### config.mk
export PLATFORM = sky130hd
export DESIGN_NAME = timer_irq_ctrl_flat
export DESIGN_NICKNAME = d
export VERILOG_FILES = /design/src/rtl/timer_irq_ctrl_if.sv /design/src/rtl/timer_irq_ctrl.sv /design/src/flat_wrapper.sv
export SDC_FILE = /design/constraint.sdc
export NUM_CORES = 1
export LEC_CHECK = 0
export CORE_MARGIN = 2
export CORE_UTILIZATION = 49
export CTS_BUF_LIST = sky130_fd_sc_hd__clkbuf_8 sky130_fd_sc_hd__clkbuf_16
export DETAILED_ROUTE_END_ITERATION = 16
export GPL_TIMING_DRIVEN = 0
export PLACE_DENSITY = 0.83
export RECOVER_POWER = 100
export REMOVE_ABC_BUFFERS = 1
export SYNTH_ARGS = -nofsm -noshare
export SYNTH_HDL_FRONTEND = slang
export SYNTH_SLANG_ARGS = --single-unit
### constraint.sdc
create_clock -name pclk -period 5.1 [get_ports pclk]
set_input_delay 0.765 -clock pclk [delete_from_list [all_inputs] [get_ports pclk]]
set_output_delay 0.765 -clock pclk [all_outputs]
set_load 0.03 [all_outputs]
### src/rtl/timer_irq_ctrl_if.sv
// timer_irq_ctrl_if: APB bus bundle (psel/penable/pwrite/paddr/pwdata in, prdata/pready/pslverr out) with master/slave modports
interface timer_irq_ctrl_if;
  logic       psel;
  logic       penable;
  logic       pwrite;
  logic [7:0] paddr;
  logic [7:0] pwdata;
  logic [7:0] prdata;
  logic       pready;
  logic       pslverr;
  modport master(output psel, penable, pwrite, paddr, pwdata, input prdata, pready, pslverr);
  modport slave(input psel, penable, pwrite, paddr, pwdata, output prdata, pready, pslverr);
endinterface

### src/rtl/timer_irq_ctrl.sv
// timer_irq_ctrl: timer edge-latching interrupt controller; ports pclk, preset (sync high), apb (slave), tmr_src[NSRC] in, irq out
module timer_irq_ctrl #(
  parameter int NSRC = 2
) (
  input  logic               pclk,
  input  logic               preset,
  timer_irq_ctrl_if.slave    apb,
  input  logic [NSRC-1:0]    tmr_src,
  output logic               irq
);
  logic [NSRC-1:0] ier, ipr, src_q, rise, clr, lost;
  logic            gie, mode, act, act_q, acc, wr;
  logic [7:0]      miss, lost_cnt, rdata;
  logic [8:0]      sum;
  assign acc  = apb.psel & apb.penable;
  assign wr   = acc & apb.pwrite;
  assign clr  = (wr && apb.paddr == 8'h01) ? apb.pwdata[NSRC-1:0] : '0;
  assign rise = tmr_src & ~src_q;
  assign lost = rise & ipr & ~clr;
  assign sum  = {1'b0, miss} + {1'b0, lost_cnt};
  assign act  = gie & |(ipr & ier);
  always_comb begin
    lost_cnt = '0;
    for (int i = 0; i < NSRC; i++) lost_cnt = lost_cnt + 8'(lost[i]);
  end
  assign rdata = apb.paddr == 8'h00 ? 8'({ier}) :
                 apb.paddr == 8'h01 ? 8'({ipr}) :
                 apb.paddr == 8'h02 ? {6'b0, mode, gie} :
                 apb.paddr == 8'h03 ? miss :
                 apb.paddr == 8'h04 ? {{(7-NSRC){1'b0}}, ipr & ier, irq} : 8'h00;
  assign apb.prdata  = acc ? rdata : 8'h00;
  assign apb.pready  = 1'b1;
  assign apb.pslverr = acc & (apb.paddr > 8'h04);
  always_ff @(posedge pclk) begin
    if (preset) begin
      ier   <= '0;
      ipr   <= '0;
      gie   <= 1'b0;
      mode  <= 1'b0;
      miss  <= '0;
      src_q <= '0;
      act_q <= 1'b0;
      irq   <= 1'b0;
    end else begin
      src_q <= tmr_src;
      act_q <= act;
      irq   <= mode ? act & ~act_q : act;
      ipr   <= (ipr & ~clr) | rise;
      miss  <= (wr && apb.paddr == 8'h03) ? 8'h00 : sum[8] ? 8'hff : sum[7:0];
      if (wr && apb.paddr == 8'h00) ier <= apb.pwdata[NSRC-1:0];
      if (wr && apb.paddr == 8'h02) {mode, gie} <= apb.pwdata[1:0];
    end
  end
endmodule

### src/flat_wrapper.sv
// flat-port wrapper written by rule: the top's interface ports become plain ports
module timer_irq_ctrl_flat 
#(
  parameter int NSRC = 2
)
  (pclk, preset, tmr_src, irq, apb_psel, apb_penable, apb_pwrite, apb_paddr, apb_pwdata, apb_prdata, apb_pready, apb_pslverr);
  timer_irq_ctrl_if apb_i ();
  input  logic pclk;
  input  logic preset;
  input  logic [NSRC-1:0] tmr_src;
  output logic irq;
  input wire logic [$bits(apb_i.psel)-1:0] apb_psel;
  input wire logic [$bits(apb_i.penable)-1:0] apb_penable;
  input wire logic [$bits(apb_i.pwrite)-1:0] apb_pwrite;
  input wire logic [$bits(apb_i.paddr)-1:0] apb_paddr;
  input wire logic [$bits(apb_i.pwdata)-1:0] apb_pwdata;
  output wire logic [$bits(apb_i.prdata)-1:0] apb_prdata;
  output wire logic [$bits(apb_i.pready)-1:0] apb_pready;
  output wire logic [$bits(apb_i.pslverr)-1:0] apb_pslverr;
  assign apb_i.psel = apb_psel;
  assign apb_i.penable = apb_penable;
  assign apb_i.pwrite = apb_pwrite;
  assign apb_i.paddr = apb_paddr;
  assign apb_i.pwdata = apb_pwdata;
  assign apb_prdata = apb_i.prdata;
  assign apb_pready = apb_i.pready;
  assign apb_pslverr = apb_i.pslverr;
  timer_irq_ctrl #(.NSRC(NSRC)) u_core (.pclk(pclk), .preset(preset), .apb(apb_i), .tmr_src(tmr_src), .irq(irq));
endmodule
; ---- After elaboration in Yosys (flattened, before gate mapping)
; Index checks and enable logic that the tools add are counted.
[op_classes]
add_sub_neg = 2
n_lt_le_gt_ge = 1
eq_ne = 4
n_mux = 9
bitwise_logic = 14
n_reduce_logical = 7
[op_table]
columns = op, count
row1 = two-way mux 8 bit, 6
row2 = "== test 8 x 2 -> 1 bit, second input constant", 2
row3 = AND 2 bit, 5
row4 = adder 8 x 2 -> 9 bit, 1
row5 = "== test 8 x 1 -> 1 bit, second input constant", 1
row6 = "== test 8 x 3 -> 1 bit, second input constant", 1
row7 = "> comparator 8 x 3 -> 1 bit, second input constant", 1
row8 = zero test 8 bit, 1
row9 = AND 1 bit, 5
row10 = logical AND 1 bit, 4
row11 = NOT 2 bit, 2
row12 = OR reduction 2 bit, 2
row13 = two-way mux 3 bit, 1
row14 = adder 1 x 1 -> 2 bit, 1
row15 = two-way mux 2 bit, 1
row16 = OR 2 bit, 1
row17 = two-way mux 1 bit, 1
row18 = NOT 1 bit, 1
[word_totals]
regBits = 18
input_bits = 23
out_inout_bits = 11
elab_cells = 45

; ---- Depth between registers and ports, before layout
; Gate-level depths: netlist of the first run.
[depth]
ltp_word = 9
mapped_depth = 10
mapped_depth_nobuf = 9

; ---- Least setup slack after synthesis of the first run
; OpenSTA, ideal clock, no wires.
[synth_path]
kind = input port to output port
from = input apb_paddr[3]
to = output apb_prdata[4]
t_arrival_ps = 2362
required_time_ps = 4335
path_slack_ps = 1973
stages = 3
path_buffers = 1
cell_sequence = or4_1 buf_2 nor4_1
[synth_between]
elab_chain_cells = 6
word_cells_on_any_way = 9
classes_between = eq/ne (3) / mux (5) / reduce/logical (1)
[synth_rtl]
columns = element, line_no
row1 = from (decl), flat_wrapper.sv:15  ; input wire logic [$bits(apb_i.paddr)-1:0] apb_paddr;
row2 = == test 8 x 2 -> 1 bit, timer_irq_ctrl.sv:29  ; apb.paddr == 8'h03 ? miss :
row3 = two-way mux 8 bit, timer_irq_ctrl.sv:29
row4 = two-way mux 8 bit, timer_irq_ctrl.sv:28  ; apb.paddr == 8'h02 ? {6'b0, mode, gie} :
row5 = two-way mux 8 bit, timer_irq_ctrl.sv:27  ; apb.paddr == 8'h01 ? 8'({ipr}) :
row6 = two-way mux 8 bit *, timer_irq_ctrl.sv:26  ; assign rdata = apb.paddr == 8'h00 ? 8'({ier}) :
row7 = two-way mux 8 bit *, timer_irq_ctrl.sv:31  ; assign apb.prdata = acc ? rdata : 8'h00;
row8 = to (decl), flat_wrapper.sv:17  ; output wire logic [$bits(apb_i.prdata)-1:0] apb_prdata;
; Every way passes the cells marked *; elsewhere a longest branch is shown, timed or not.

; ---- Worst setup path after layout of the first run
[layout_path]
from = input apb_paddr[2]
to = output apb_prdata[5]
; Same word-level chain as after synthesis.

==> results of run 1 <==
final cells by class:
type	count	area, um^2
Multi-Input combinational cell	97	672
Clock buffer	4	55.1
Fill cell	200	761
Timing Repair Buffer	26	260
Tap cell	28	35.0
Inverter	7	26.3
Sequential cell	18	360
per-stage QoR:
step / instances / setup WS [ns] / instance area [um^2] / util (%)
floorplan: 122 / 1.92 / 1070 / -
global placement: 176 / 1.14 / 1370 / 63.1
detailed placement: 176 / 1.09 / 1370 / 63.1
CTS: 180 / 1.09 / 1420 / 65.6
global route: 180 / 0.841 / 1410 / 64.9
finish: 180 / 0.965 / 1410 / 64.9
cells by family after synthesis:
| group | Yosys count |
|---|---|
| simple gates | 51 |
| compound gates | 37 |
| xor+xnor | 3 |
| fa+ha+maj | 2 |
| flops | 18 |
| buf+inv | 12 |
| mux | 3 |
| other cells | 1 |
worst max-delay path, stage by stage:
cell           delay, ns
dlygate4sd3_1       0.64
or4_1               0.74
nor3_1              0.32
and2_1              0.17
dlygate4sd3_1       0.73
power by group:
group / switching (mW) / total [mW] / internal (mW)
sequential: 0.00315 / 0.147 / 0.144
clock: 0.0516 / 0.120 / 0.0687
combinational: 0.0232 / 0.0449 / 0.0216
total: 0.0780 / 0.312 / 0.234
flip-flops by register name, indices dropped and copies added (netlist names):
signal and count:
u_core.src_q 2, u_core.ier 2, u_core.act_q 1, u_core.ipr 2, u_core.irq 1, u_core.gie 1, u_core.miss 8, u_core.mode 1
routing by layer:
layer | track usage (%) | vias up | part of all wire, %
met3 | 5.85 | 4 | 5.1
met2 | 42.0 | 35 | 50
li1 | - | 532 | -
met4 | 6.14 | 0 | 0.84
met5 | 0 | - | 0
met1 | 24.8 | 524 | 44
how the worst min path moves through the flow:
stage                                       end  slack (ns)  cells after the start
final                     u_core.irq$_SDFF_PP0_        0.43                      1
after global routing      u_core.irq$_SDFF_PP0_        0.44                      1
after CTS                 u_core.irq$_SDFF_PP0_        0.42                      1
after detailed placement  u_core.irq$_SDFF_PP0_        0.41                      1
after global placement    u_core.irq$_SDFF_PP0_        0.40                      1
after floorplan           u_core.irq$_SDFF_PP0_        0.40                      1
cells in the final DEF, fill, tap and decap left out, types with 2 or more instances in the layout:
| master | count |
|---|---|
| a21o_1 | 3 |
| nor3_1 | 2 |
| and4b_1 | 2 |
| o31ai_1 | 4 |
| nand3b_1 | 2 |
| a21oi_1 | 13 |
| nor2_1 | 3 |
| dfxtp_1 | 18 |
| nand2b_1 | 2 |
| mux2_2 | 3 |
| nand4_1 | 7 |
| inv_1 | 7 |
| and2_1 | 4 |
| o21ai_0 | 4 |
| nor4_1 | 3 |
| a211oi_1 | 2 |
| nor2b_1 | 8 |
| nand2_1 | 6 |
| xnor2_1 | 2 |
| dlygate4sd3_1 | 12 |
| clkbuf_8 | 4 |
| clkdlybuf4s50_1 | 14 |
| and3_1 | 3 |
| a31oi_1 | 4 |
==> key figures, run 1 <==
Outcome
  – Status: finished, final reports clean

Clock tree
  – Cts bufs inserted: 3
  – Clock Sinks: 18
  – Post-cts sizing count: 0
  – CTS Buffer Depth: 2
  – Worst skew pair latency: between 0.2 and 0.3 ns
  – CTS H-tree lvls: 1
  – Root buffer cell: clkbuf_8
  – CTS clk-pin slew, worst paths: roughly 0.07 ns
  – CTS Hold Buffers Added: 0
  – Setup Buffers After CTS: 0
  – CTS tree: built

Logic synthesis
  – Register bit count reported by yosys: 18
  – Syn Area/Cell: 8.64 um^2
  – Share of the synthesized area in the top cell type: 32.8%
  – Complex-gate fraction of the synthesized area: 23.1%
  – Sequential area share after synthesis: 32.8%
  – Syn Inst Count: between 100 and 150
  – Simple-gate area share of the yosys netlist: 30.7%
  – Top cell type by total area after synthesis: dfxtp_1
  – Adder-Cell Fraction of Synth Area: 2.96%
  – Largest family of logic cells by synthesized area: simple AND/OR/NAND/NOR gates
  – Synth unique cells: between 40 and 50
  – XOR/XNOR Fraction of Synth Area: 2.39%
  – Post-synth top flop: dfxtp_1
  – Post-Syn Area: ~0.0011 mm^2
  – Most frequent cell after synthesis: dfxtp_1
  – Top post-synthesis cells by area: dfxtp_1 (33%), a21oi_1 (5.9%), nor2b_1 (4.6%)
  – Yosys Warn Count: 0
  – Number of flops mapped to enable cells by yosys: 0
  – Commonest cells in the netlist: dfxtp_1 (18), a21oi_1 (13), nor2b_1 (8)
  – Share of synthesized registers carrying an async set or reset: 0%
  – Mux cell area share after synthesis: 3.08%

Timing
  – Worst Max-Slew Pin Slew: ~0.83 ns
  – Fmax: between 200 and 250 MHz
  – Final Max Tran Viols: 0
  – Final setup vio count: 0
  – Post-route clock period utilization: between 80 and 90%
  – Final hold vios: 0
  – Setup TNS: 0 ns
  – Min cycle time layout: a little over 4 ns
  – RSZ-0062 raised after global routing: false
  – Worst Clk Skew: between 0.005 and 0.006 ns
  – Rel. slew slack: 44.2%
  – Fin Hold WS: around 0.43 ns

Worst setup path
  – Reg-to-reg slack, setup: 2.87 ns
  – WP data required: 4.34 ns
  – Worst reg2reg startpoint: u_core.src_q[1]$_SDFF_PP0_
  – Worst setup path endpoint: apb_prdata[5]
  – Worst setup path class: in2out
  – CP Launch Type: input port
  – Critical path fanouts, max: 8
  – Critical Path AT: between 3 and 4 ns
  – FF-to-FF path depth: 9
  – Critical Path Start: apb_paddr[2]
  – CP Capture Type: primary output
  – Worst r2r dst: u_core.miss[1]$_SDFF_PP0_

Global routing
  – First-pass GRT wire length: around 4.5 mm
  – Initial antenna violation count: 0
  – Vias in the first global route: ~1000
  – Total grt overflow: 0
  – Largest net degree at the start of global routing: 16
  – GR Util All Layers: about 22%

Floorplan
  – Die X: just over 50 um
  – Initial Util: between 50 and 60%
  – Die Ht: a little over 50 um
  – Row count: 17
  – IO Pins: 34
  – Core area: roughly 0.0022 mm^2
  – Die area: 0.00263 mm^2

Cells and area
  – Antenna Cells: 0
  – Nets: around 180
  – Share of post-route cells with drive strength above 1: under 10%
  – Synth-to-Final Area Change: 28.4%

Place
  – Placer congestion estimate: about 0.88
  – PortBufs: 26
  – DP Wirelength: 2.05 mm

Job
  – Max cap viols: 0

Drt
  – Total Wirelength: roughly 2.7 mm
  – Drt first pass iters: 4
  – DR vias/cell: 6.08
  – Post-DRT Antenna Nets: 0
  – DRT iter0 DRCs: 39
  – Total number of vias: 1095
  – Avg WL per Cell: 15.2 um
  – DRC errors left: 0

Pwr
  – P_leak: about 0.54 nW
  – Max IR drop VDD: 0.000185 V
  – P per Cell Area: between 200 and 250 mW/mm^2
  – Final Total Pwr: 0.312 mW

Min path
  – Hold Crit Class: reg2reg
  – Hold wc startpoint: u_core.act_q$_SDFF_PP0_
No activity file was read; power rests on OpenSTA's default activity.
==> run 2, diff against run 1 <==
--- a/config.mk
+++ b/config.mk
@@ -6,11 +6,11 @@
 export NUM_CORES = 1
 export LEC_CHECK = 0
 export CORE_MARGIN = 2
-export CORE_UTILIZATION = 49
+export CORE_UTILIZATION = 41
 export CTS_BUF_LIST = sky130_fd_sc_hd__clkbuf_8 sky130_fd_sc_hd__clkbuf_16
 export DETAILED_ROUTE_END_ITERATION = 16
 export GPL_TIMING_DRIVEN = 0
-export PLACE_DENSITY = 0.83
+export PLACE_DENSITY = 0.74
 export RECOVER_POWER = 100
 export REMOVE_ABC_BUFFERS = 1
 export SYNTH_ARGS = -nofsm -noshare
==> constraint.sdc (replaced) <==
create_clock -name pclk -period 3.35 [get_ports pclk]
set_input_delay 0.5025 -clock pclk [delete_from_list [all_inputs] [get_ports pclk]]
set_output_delay 0.5025 -clock pclk [all_outputs]
set_load 0.03 [all_outputs]
==> key figures, run 2 (same netlist as run 1, synthesis figures left out) <==
Clock tree
  – Setup Buffers After CTS: 0
  – Cts bufs inserted: 3
  – Clock Sinks: 18
  – Worst skew pair latency: ~0.26 ns
  – CTS Hold Buffers Added: 0
  – CTS H-tree lvls: 1
  – CTS Buffer Depth: 2
  – Root buffer cell: clkbuf_8
  – CTS clk-pin slew, worst paths: 0.07 ns
  – CTS tree: built

Min path
  – Hold Crit Class: reg2reg
  – Hold path cells: 1
  – Hold wc startpoint: u_core.act_q$_SDFF_PP0_
  – Hold path endpoint: u_core.irq$_SDFF_PP0_

Cells and area
  – Nets: between 150 and 200
  – Synth-to-Final Area Change: 31.7%
  – Antenna Cells: 0
  – Util after Layout: between 50% and 60%
  – Commonest non-fill, non-tap cell in the layout: dfxtp_1
  – Layout Cells excl Fill: 182
  – Fillers: around 240
  – Most frequent cells in the layout: dfxtp_1 (18), clkdlybuf4s50_1 (17), a21oi_1 (13)
  – Reg with most FFs: u_core.miss
  – Max reg flops: 8
  – Multi-input logic area: between 700 and 800 um^2
  – Share of post-route cells with drive strength above 1: a little under a tenth
  – Sequential cell area: ~360 um^2

Floorplan
  – IO Pins: 34
  – Row count: 18
  – Die area: ~0.0031 mm^2
  – Initial Util: between 40 and 50%
  – Die X: about 56 um
  – Die Ht: roughly 56 um
  – Core area: 0.00250 mm^2

Worst setup path
  – FF-to-FF path depth: 9
  – Worst r2r dst: u_core.miss[0]$_SDFF_PP0_
  – CP Capture Type: primary output
  – Worst reg2reg startpoint: u_core.src_q[0]$_SDFF_PP0_
  – WP data required: 2.85 ns
  – Reg-to-reg slack, setup: 1.21 ns
  – CP Launch Type: input port
  – Critical Path AT: roughly 2.7 ns
  – Worst setup path class: in2out
  – Critical path fanouts, max: 8

Pwr
  – P per Cell Area: about 330 mW/mm^2
  – P_leak: between 0.5 and 0.6 nW
  – Max IR drop VDD: between 0.0002 and 0.00025 V

Timing
  – Final Max Tran Viols: 0
  – Final hold vios: 0
  – Setup TNS: 0 ns
  – Post-route clock period utilization: 95.8%
  – Fmax: between 300 and 400 MHz
  – Rel. slew slack: 49.2%
  – Worst Max-Slew Pin Slew: 0.752 ns
  – RSZ-0062 raised after global routing: false
  – Fin Hold WS: ~0.42 ns
  – Worst Clk Skew: 0.00563 ns
  – Min cycle time layout: 3.21 ns
  – Final setup vio count: 0

Drt
  – Drt first pass iters: 4
  – Total Wirelength: 2.77 mm
  – Post-DRT Antenna Nets: 0
  – Total number of vias: 1068
  – Avg WL per Cell: approximately 15 um
  – DR vias/cell: 5.87
  – DRC errors left: 0
  – DRT iter0 DRCs: 31

Place
  – DP Wirelength: roughly 2.1 mm
  – PortBufs: 26
  – Placer congestion estimate: slightly below 0.8
  – Placed cell count: roughly 180

Outcome
  – Status: finished, final reports clean

Global routing
  – Initial antenna violation count: 0
  – Vias in the first global route: between 1000 and 1500
  – First-pass GRT wire length: about 4.8 mm
  – Largest net degree at the start of global routing: 16
  – GR Util All Layers: 18.9%
  – Total grt overflow: 0

Job
  – Max cap viols: 0
run 2: cell count changes in the layout (fill, tap and decap cells not counted), sizes merged:
cell,before,now
clkdlybuf4s50,14,17
dlygate4sd3,12,9
run 2: area by class of cell:
| cell class | count | area share (%) |
|---|---|---|
| multi-input combinational | 97 | 48.8 |
| tap | 30 | 2.60 |
| clock buffer | 4 | 3.81 |
| inverter | 7 | 1.82 |
| timing repair buffer | 26 | 18.0 |
| sequential | 18 | 24.9 |
run 2: how the worst max path moves through the flow:
stage | startpoint | end | slack (ns)
after global placement | apb_paddr[2] | u_core.miss[5]$_SDFF_PP0_ | -0.18
final | apb_paddr[3] | apb_prdata[5] | 0.14
after CTS | apb_paddr[2] | apb_prdata[5] | 0.11
after detailed placement | apb_paddr[2] | u_core.miss[4]$_SDFF_PP0_ | -0.26
after global routing | apb_paddr[1] | apb_prdata[1] | 0.04
after floorplan | apb_paddr[3] | u_core.miss[6]$_SDFF_PP0_ | 0.56
run 2: per-stage QoR:
step	setup WS (ns)	cell area, um^2	power (mW)
after floorplan	0.561	1070	0.261
after global placement	-0.178	1370	0.295
after detailed placement	-0.255	1370	0.298
after CTS	0.107	1440	0.476
after global routing	0.0433	1450	0.496
final	0.139	1450	0.475
run 2: routing by layer:
| layer | global-route usage, % | vias to the layer above | share of wire (%) |
|---|---|---|---|
| li1 | - | 527 | - |
| met1 | 22.9 | 514 | 45 |
| met2 | 33.0 | 21 | 49 |
| met3 | 3.49 | 6 | 3.9 |
| met4 | 6.97 | 0 | 1.5 |
| met5 | 0 | - | 0 |
run 2: repair_timing:
item	CTS	global route
gates resized for setup	3	1
pin swaps	0	1
endpoints found under the setup margin	4	7
run 2: power breakdown:
| part | internal [mW] | total, mW | switching [mW] |
|---|---|---|---|
| clock | 0.104 | 0.181 | 0.0761 |
| combinational | 0.0338 | 0.0702 | 0.0364 |
| sequential | 0.219 | 0.224 | 0.00500 |
run 2: worst max-delay path: stages:
cell and delay (ns):
clkdlybuf4s50_1 0.44, or4_4 0.65, nor3_2 0.22, and2_1 0.16, dlygate4sd3_1 0.73
